===== src/rtl/alu_control_pkg.sv =====
// alu_control_pkg: ALU operation codes, instruction field encodings and MDU FSM states.
package alu_control_pkg;
    localparam logic [4:0] ALU_ADD  = 5'd0;
    localparam logic [4:0] ALU_SUB  = 5'd1;
    localparam logic [4:0] ALU_AND  = 5'd3;
    localparam logic [4:0] ALU_SLL  = 5'd4;
    localparam logic [4:0] ALU_SRL  = 5'd5;
    localparam logic [4:0] ALU_OR   = 5'd6;
    localparam logic [4:0] ALU_XOR  = 5'd7;
    localparam logic [4:0] ALU_SLLV = 5'd8;
    localparam logic [4:0] ALU_SRLV = 5'd9;
    localparam logic [4:0] ALU_SLT  = 5'd10;
    localparam logic [4:0] ALU_NOR  = 5'd13;
    localparam logic [4:0] ALU_MOVN = 5'd16;
    localparam logic [4:0] ALU_MOVZ = 5'd17;
    localparam logic [4:0] ALU_SRA  = 5'd19;
    localparam logic [4:0] ALU_SRAV = 5'd20;
    localparam logic [4:0] ALU_SLTU = 5'd22;

    localparam logic [5:0] F_SLL  = 6'b000000;
    localparam logic [5:0] F_SRL  = 6'b000010;
    localparam logic [5:0] F_SRA  = 6'b000011;
    localparam logic [5:0] F_SLLV = 6'b000100;
    localparam logic [5:0] F_SRLV = 6'b000110;
    localparam logic [5:0] F_SRAV = 6'b000111;
    localparam logic [5:0] F_MOVZ = 6'b001010;
    localparam logic [5:0] F_MOVN = 6'b001011;
    localparam logic [5:0] F_MFHI = 6'b010000;
    localparam logic [5:0] F_MTHI = 6'b010001;
    localparam logic [5:0] F_MFLO = 6'b010010;
    localparam logic [5:0] F_MTLO = 6'b010011;
    localparam logic [5:0] F_MULT = 6'b011000;
    localparam logic [5:0] F_ADD  = 6'b100000;
    localparam logic [5:0] F_SUB  = 6'b100010;
    localparam logic [5:0] F_AND  = 6'b100100;
    localparam logic [5:0] F_OR   = 6'b100101;
    localparam logic [5:0] F_XOR  = 6'b100110;
    localparam logic [5:0] F_NOR  = 6'b100111;
    localparam logic [5:0] F_SLT  = 6'b101010;
    localparam logic [5:0] F_SLTU = 6'b101011;

    localparam logic [5:0] OP_ADDI  = 6'b001000;
    localparam logic [5:0] OP_SLTI  = 6'b001010;
    localparam logic [5:0] OP_SLTIU = 6'b001011;
    localparam logic [5:0] OP_ANDI  = 6'b001100;
    localparam logic [5:0] OP_ORI   = 6'b001101;
    localparam logic [5:0] OP_XORI  = 6'b001110;

    typedef enum logic {MDU_IDLE, MDU_RUN} mdu_state_t;
endpackage


===== src/rtl/mdu_iter.sv =====
// mdu_iter: iterative radix-2 multiply/divide on operand magnitudes, one bit per cycle,
// with sign fix-up on the final iteration and HI/LO register ownership.
module mdu_iter import alu_control_pkg::*; #(
    parameter int W = 32
) (
    input  logic         clk,
    input  logic         rst,
    input  logic         start,
    input  logic [1:0]   op,
    input  logic [W-1:0] rs,
    input  logic [W-1:0] rt,
    input  logic         wr_hi,
    input  logic         wr_lo,
    output logic         busy,
    output logic [W-1:0] hi,
    output logic [W-1:0] lo
);
    localparam int CW = $clog2(W);
    mdu_state_t state, state_nx;
    logic [CW-1:0] cnt;
    logic [2*W-1:0] p, p_nx, prod;
    logic [W-1:0] m, ars, art, dif, q_res, r_res;
    logic [W:0] sum;
    logic is_div, neg, neg_rem, rs_neg, rt_neg, qb, last;
    assign busy = state == MDU_RUN;
    assign last = cnt == CW'(W - 1);
    assign rs_neg = !op[0] && rs[W-1];
    assign rt_neg = !op[0] && rt[W-1];
    assign ars = rs_neg ? -rs : rs;
    assign art = rt_neg ? -rt : rt;
    // p holds {partial product, multiplier} or {remainder, dividend/quotient}
    assign sum = {1'b0, p[2*W-1:W]} + {1'b0, {W{p[0]}} & m};
    assign qb = p[2*W-1:W-1] >= {1'b0, m};
    assign dif = p[2*W-2:W-1] - m;
    assign p_nx = is_div ? {qb ? dif : p[2*W-2:W-1], p[W-2:0], qb} : {sum, p[W-1:1]};
    assign prod = neg ? -p_nx : p_nx;
    assign q_res = p_nx[W-1:0];
    assign r_res = p_nx[2*W-1:W];
    always_comb begin
        state_nx = state;
        if (state == MDU_IDLE && start) state_nx = MDU_RUN;
        else if (state == MDU_RUN && last) state_nx = MDU_IDLE;
    end
    always_ff @(posedge clk) begin
        if (rst) state <= MDU_IDLE;
        else state <= state_nx;
    end
    always_ff @(posedge clk) begin
        if (rst) begin
            cnt <= '0;
            p <= '0;
            m <= '0;
            is_div <= 1'b0;
            neg <= 1'b0;
            neg_rem <= 1'b0;
            hi <= '0;
            lo <= '0;
        end else if (busy) begin
            cnt <= cnt + CW'(1);
            p <= p_nx;
            if (last) begin
                // a zero divisor leaves |dividend| as remainder, so the sign fix restores RsData
                hi <= is_div ? (neg_rem ? -r_res : r_res) : prod[2*W-1:W];
                lo <= !is_div ? prod[W-1:0] : m == '0 ? '1 : neg ? -q_res : q_res;
            end
        end else if (start) begin
            cnt <= '0;
            p <= {{W{1'b0}}, op[1] ? ars : art};
            m <= op[1] ? art : ars;
            is_div <= op[1];
            neg <= rs_neg ^ rt_neg;
            neg_rem <= rs_neg;
        end else begin
            if (wr_hi) hi <= rs;
            if (wr_lo) lo <= rs;
        end
    end
endmodule


===== src/rtl/alu_control_mdu.sv =====
// alu_control_mdu: EX-stage ALU operation decoder with an attached iterative MDU;
// stalls the pipeline when an MDU instruction meets a busy MDU.
module alu_control_mdu import alu_control_pkg::*; #(
    parameter int DATA_WIDTH   = 32,
    parameter int ALUCTL_WIDTH = 5
) (
    input  logic                    Clk,
    input  logic                    Reset,
    input  logic                    Valid,
    input  logic [1:0]              ALUOp,
    input  logic [5:0]              Opcode,
    input  logic [5:0]              Funct,
    input  logic [DATA_WIDTH-1:0]   RsData,
    input  logic [DATA_WIDTH-1:0]   RtData,
    output logic [ALUCTL_WIDTH-1:0] ALUControl,
    output logic [DATA_WIDTH-1:0]   Hi,
    output logic [DATA_WIDTH-1:0]   Lo,
    output logic                    Busy,
    output logic                    Stall
);
    logic [4:0] code;
    logic rtype, mdu_ar, mdu_mv, start, issue_mv;
    assign rtype = ALUOp == 2'b10;
    assign mdu_ar = rtype && Funct[5:2] == F_MULT[5:2];
    assign mdu_mv = rtype && Funct[5:2] == F_MFHI[5:2];
    assign start = Valid && mdu_ar && !Busy;
    assign issue_mv = Valid && mdu_mv && !Busy;
    assign Stall = Valid && Busy && (mdu_ar || mdu_mv);
    assign ALUControl = ALUCTL_WIDTH'(code);
    always_comb begin
        code = ALU_ADD;
        case (ALUOp)
            2'b01: code = ALU_SUB;
            2'b11:
                case (Opcode)
                    OP_ANDI:  code = ALU_AND;
                    OP_ORI:   code = ALU_OR;
                    OP_XORI:  code = ALU_XOR;
                    OP_SLTI:  code = ALU_SLT;
                    OP_SLTIU: code = ALU_SLTU;
                    default:  code = ALU_ADD;
                endcase
            2'b10:
                case (Funct)
                    F_SUB:   code = ALU_SUB;
                    F_AND:   code = ALU_AND;
                    F_OR:    code = ALU_OR;
                    F_NOR:   code = ALU_NOR;
                    F_XOR:   code = ALU_XOR;
                    F_SLT:   code = ALU_SLT;
                    F_SLTU:  code = ALU_SLTU;
                    F_SLL:   code = ALU_SLL;
                    F_SRL:   code = ALU_SRL;
                    F_SRA:   code = ALU_SRA;
                    F_SLLV:  code = ALU_SLLV;
                    F_SRLV:  code = ALU_SRLV;
                    F_SRAV:  code = ALU_SRAV;
                    F_MOVN:  code = ALU_MOVN;
                    F_MOVZ:  code = ALU_MOVZ;
                    default: code = ALU_ADD;
                endcase
            default: code = ALU_ADD;
        endcase
    end
    mdu_iter #(.W(DATA_WIDTH)) u_mdu (
        .clk(Clk),
        .rst(Reset),
        .start(start),
        .op(Funct[1:0]),
        .rs(RsData),
        .rt(RtData),
        .wr_hi(issue_mv && Funct == F_MTHI),
        .wr_lo(issue_mv && Funct == F_MTLO),
        .busy(Busy),
        .hi(Hi),
        .lo(Lo)
    );
endmodule


===== config.mk =====
export PLATFORM = sky130hd
export DESIGN_NAME = alu_control_mdu
export DESIGN_NICKNAME = d
export VERILOG_FILES = /design/src/rtl/alu_control_pkg.sv /design/src/rtl/mdu_iter.sv /design/src/rtl/alu_control_mdu.sv
export SDC_FILE = /design/constraint.sdc
export NUM_CORES = 1
export LEC_CHECK = 0
export BUFFER_PORTS_ARGS = -buffer_cell sky130_fd_sc_hd__buf_2
export CORE_AREA = 2 2 163 165
export DETAILED_ROUTE_END_ITERATION = 7
export DIE_AREA = 0 0 165 167
export PLACE_DENSITY_LB_ADDON = 0.08
export SKIP_LAST_GASP = 1
export SLEW_MARGIN = 20
export SYNTH_ARGS = -nofsm -noshare
export SYNTH_HDL_FRONTEND = slang
export SYNTH_SLANG_ARGS = --single-unit

===== constraint.sdc =====
create_clock -name Clk -period 9.1 [get_ports Clk]
set_input_delay 0.455 -clock Clk [delete_from_list [all_inputs] [get_ports Clk]]
set_output_delay 0.455 -clock Clk [all_outputs]
set_load 0.01 [all_outputs]

==> flow_summary.yaml <==
outcome:
  status: "complete, no violations"
clock_network:
  post_cts_resized: 0
  cts_max_path_buffers: 2
  cts_sinks: 169
  clk_pin_slew_worst_paths_ns: 0.09
  post-cts-setup-buffers: 0
  cts_root_buffer: "clkbuf_16"
  worstSkewPairLatency_ns: 0.46
  cts_tree: "yes"
  htreeDepth: 4
  numCtsBuffers: 17
  cts_hold_repair.buffers: 0
logic_synthesis:
  synth-async-reset-ratio_pct: 0
  synth_top_family_by_area: "compound AO/OA/AOI/OAI gates"
  synth.avg_cell_area_um2: 7.19
  synth_xor_area_share_pct: 7.83
  synth_compound_area_share_pct: 31.2
  ys.flop_type: "dfxtp_1"
  yosys.area_share.simple_pct: 24.5
  ys_types: 98
  synthMuxAreaShare_pct: 4.51
  yosysWarnings: 0
  syn_nets: 2424
  seq_area_frac_synth_pct: 20.7
  syn_inst: 2271
  ys_seq_elements: 169
  netlist_area_um2: 16300
  synthAdderAreaFrac_pct: 5.67
  synth_edf_count: 0
critical_path:
  rr_startpoint: "u_mdu.m[18]"
  crit_required_ns: 9.40
  cp-end-kind: "register"
  cp-start-kind: "register"
  crit-reg2reg-capture: "u_mdu.hi[22]"
  rrSetupSlack_ns: 2.87
  critical_path_arrival_ns: 6.53
  crit_type: "register to register"
  cp_max_fo: 15
  reg2reg_depth: 21
placed_design:
  place_ws_ns: 3.00
  dpl.hpwl_um: 49900
  port_buffers: 151
  routabilityCongestion: 1.02
global_routing:
  grt_max_degree: 93
  grt-ovfl-total: 0
  grt_pass1_vias: 17700
  grt_first_pass_wirelength_um: 102000
  grt_usage_pct: 48.6
  antenna_found_initial: 2
detailed_routing:
  drt_first_pass_iters: 8
  drtAntennaViolNets: 0
  drt_wl_total_um: 67700
  drcViolationCount: 0
  vias: 19000
  drt_iter0_drc: 2794
  viasPerCell: 7.15
  wl_per_cell_um: 25.5
floorplanning:
  die_area_um2: 27600
  fp.dieH_um: 167
  die_x_um: 165
  start_util_pct: 63.4
  fp-row-count: 59
  core_um2: 25800
  io_pins: 152
sta:
  min_period_ns: 6.23
  fin_setup_tns_ns: 0
  setup_viol: 0
  hold_viol: 0
  slew_headroom_pct: 24.2
  clock.fmax_mhz: 160
  timing.final.crit_share_pct: 68.5
  setup_ws_ns: 2.87
  finClkSkew_ns: 0.0335
  worst_pin_slew_ns: 1.14
  rsz0062_at_grt: "false"
  slew_violations: 0
worst_hold_path:
  hold_path.class: "input port to register"
  hold_start: "RsData[20]"
  hold_depth: 3
  min_to: "u_mdu.lo[20]"
run:
  drv_cap: 0
power_and_ir_drop:
  ir_worst_vdd_mv: 0.119
  power_density_nw_per_um2: 102
  p_leak_uw: 0.00709
final_layout:
  layout-drive-gt1-share_pct: 11.7
  fin_nets: 2461
  area_growth_pct: 8.19
## critical path, cell delays in order, from the launching register on
cell and delay, ns:
dfxtp_1 0.35, inv_1 0.07, ha_1 0.38, a21oi_1 0.27, o21ai_1 0.20, a222oi_1 0.30
and2_1 0.67, o211ai_1 0.35, nand2_1 0.21, ha_1 0.24, o2111ai_1 0.19, or4_4 0.60
or4_4 0.59, nor2_4 0.18, nand2_1 0.09, a21o_1 0.23, nand2_1 0.06, nand4_1 0.13
o41a_1 0.43, o41ai_2 0.25, xor2_1 0.18, o22ai_1 0.09
## logic make-up after synthesis
kind of cell / Yosys count
and+or+nand+nor: 831
buffers and inverters: 231
muxes: 71
AOI/OAI and AO/OA: 750
adders and majority gates: 73
DFF: 169
xor gates and xnor gates: 146
## per-layer routing
layer,routed length [µm],GRT usage [%],up-vias
met4,5320,31.6,0
met2,29400,74.3,1398
met1,24700,59.6,8800
met3,8220,13.5,324
met5,0,0,-
li1,-,-,8463
## flip-flops by register name, summed over array words and instances, names as in the netlist, 5 cells and up
signal / count
u_mdu.m: 32
u_mdu.p: 64
u_mdu.hi: 32
u_mdu.cnt: 5
u_mdu.lo: 32
## layout by cell type, fill, tap and decap left out, types with 23 or more instances in the layout
| cell type | Yosys | layout |
|---|---|---|
| xor2_1 | 70 | 70 |
| buf_4 | 3 | 24 |
| buf_2 | 20 | 150 |
| nand4_1 | 26 | 26 |
| nand2_1 | 207 | 205 |
| nor2_1 | 269 | 268 |
| o211ai_1 | 44 | 44 |
| o21ai_0 | 98 | 97 |
| o21a_1 | 23 | 23 |
| a211oi_1 | 111 | 111 |
| nand3_1 | 49 | 49 |
| inv_1 | 72 | 72 |
| a21o_1 | 24 | 24 |
| a31oi_1 | 44 | 43 |
| xnor2_1 | 76 | 76 |
| and2_1 | 53 | 52 |
| a21oi_1 | 201 | 200 |
| mux2i_1 | 55 | 55 |
| dfxtp_1 | 169 | 167 |
| nor4_1 | 25 | 24 |
| ha_1 | 70 | 70 |
| nor3_1 | 66 | 66 |
| and3_1 | 28 | 28 |
## cell usage after synthesis, drive strengths merged (9+ instances only)
master,n,area share [%]
a211o,9,0.48
nor4,27,1.2
nor3b,15,0.69
and2,53,2.0
nor2,270,6.3
xnor2,76,4.1
a21oi,203,6.3
nor2b,16,0.61
and3,28,1.1
nand3,50,1.6
o211ai,44,2.0
a221oi,12,0.64
o31ai,22,1.0
clkbuf,115,2.6
or4,11,0.55
a21o,24,1.1
a31oi,44,1.7
mux2i,57,3.5
dfxtp,169,21
o22ai,9,0.38
o211a,10,0.61
nor3,68,2.2
o21a,23,1.1
o21bai,9,0.41
mux2,14,0.97
inv,73,1.7
or2,12,0.46
o21ai,104,3.3
a311oi,24,1.4
o2111ai,10,0.54
nand2,207,4.8
nand2b,17,0.65
a211oi,112,5.2
o41ai,12,0.69
ha,70,5.4
or3,14,0.54
buf,42,1.3
a21boi,9,0.41
nand4,26,1.0
xor2,70,3.8
## power breakdown
part	switching [µW]	internal [µW]
logic	205	86.7
registers	4.20	741
clock network	389	369
total	598	1200
## stage by stage
stage	power (µW)	cells	hold slack [ns]	util [%]	area [µm²]
CTS	1770	2655	0.397	68.5	17600
global route	1830	2656	0.422	68.5	17700
detailed placement	1040	2623	0.443	66.2	17100
floorplan	929	2271	0.440	-	16300
finish	1790	2657	0.417	68.5	17700
global placement	1030	2623	0.441	66.2	17100
## layout make-up
type | instances | area, µm²
multi-input combinational | 1871 | 12100
fill | 2282 | 8100
sequential | 169 | 3390
timing repair buffer | 175 | 938
clock buffer | 18 | 429
tap | 335 | 419
inverter | 74 | 278
clock inverter | 14 | 151
antenna | 1 | 2.50
## worst max path at each step
stage                 from           end  slack [ns]  cells after the start
2_1_floorplan   u_mdu.m[1]  u_mdu.hi[22]        4.06                     21
3_3_place_gp   u_mdu.m[18]  u_mdu.hi[22]        3.12                     21
3_5_place_dp   u_mdu.m[18]  u_mdu.hi[22]        3.00                     21
4_1_cts        u_mdu.m[18]  u_mdu.hi[22]        3.00                     21
5_1_grt        u_mdu.m[18]  u_mdu.hi[30]        2.53                     21
6_report       u_mdu.m[18]  u_mdu.hi[22]        2.87                     21
Note: power is estimated with default switching activity, not from simulation.
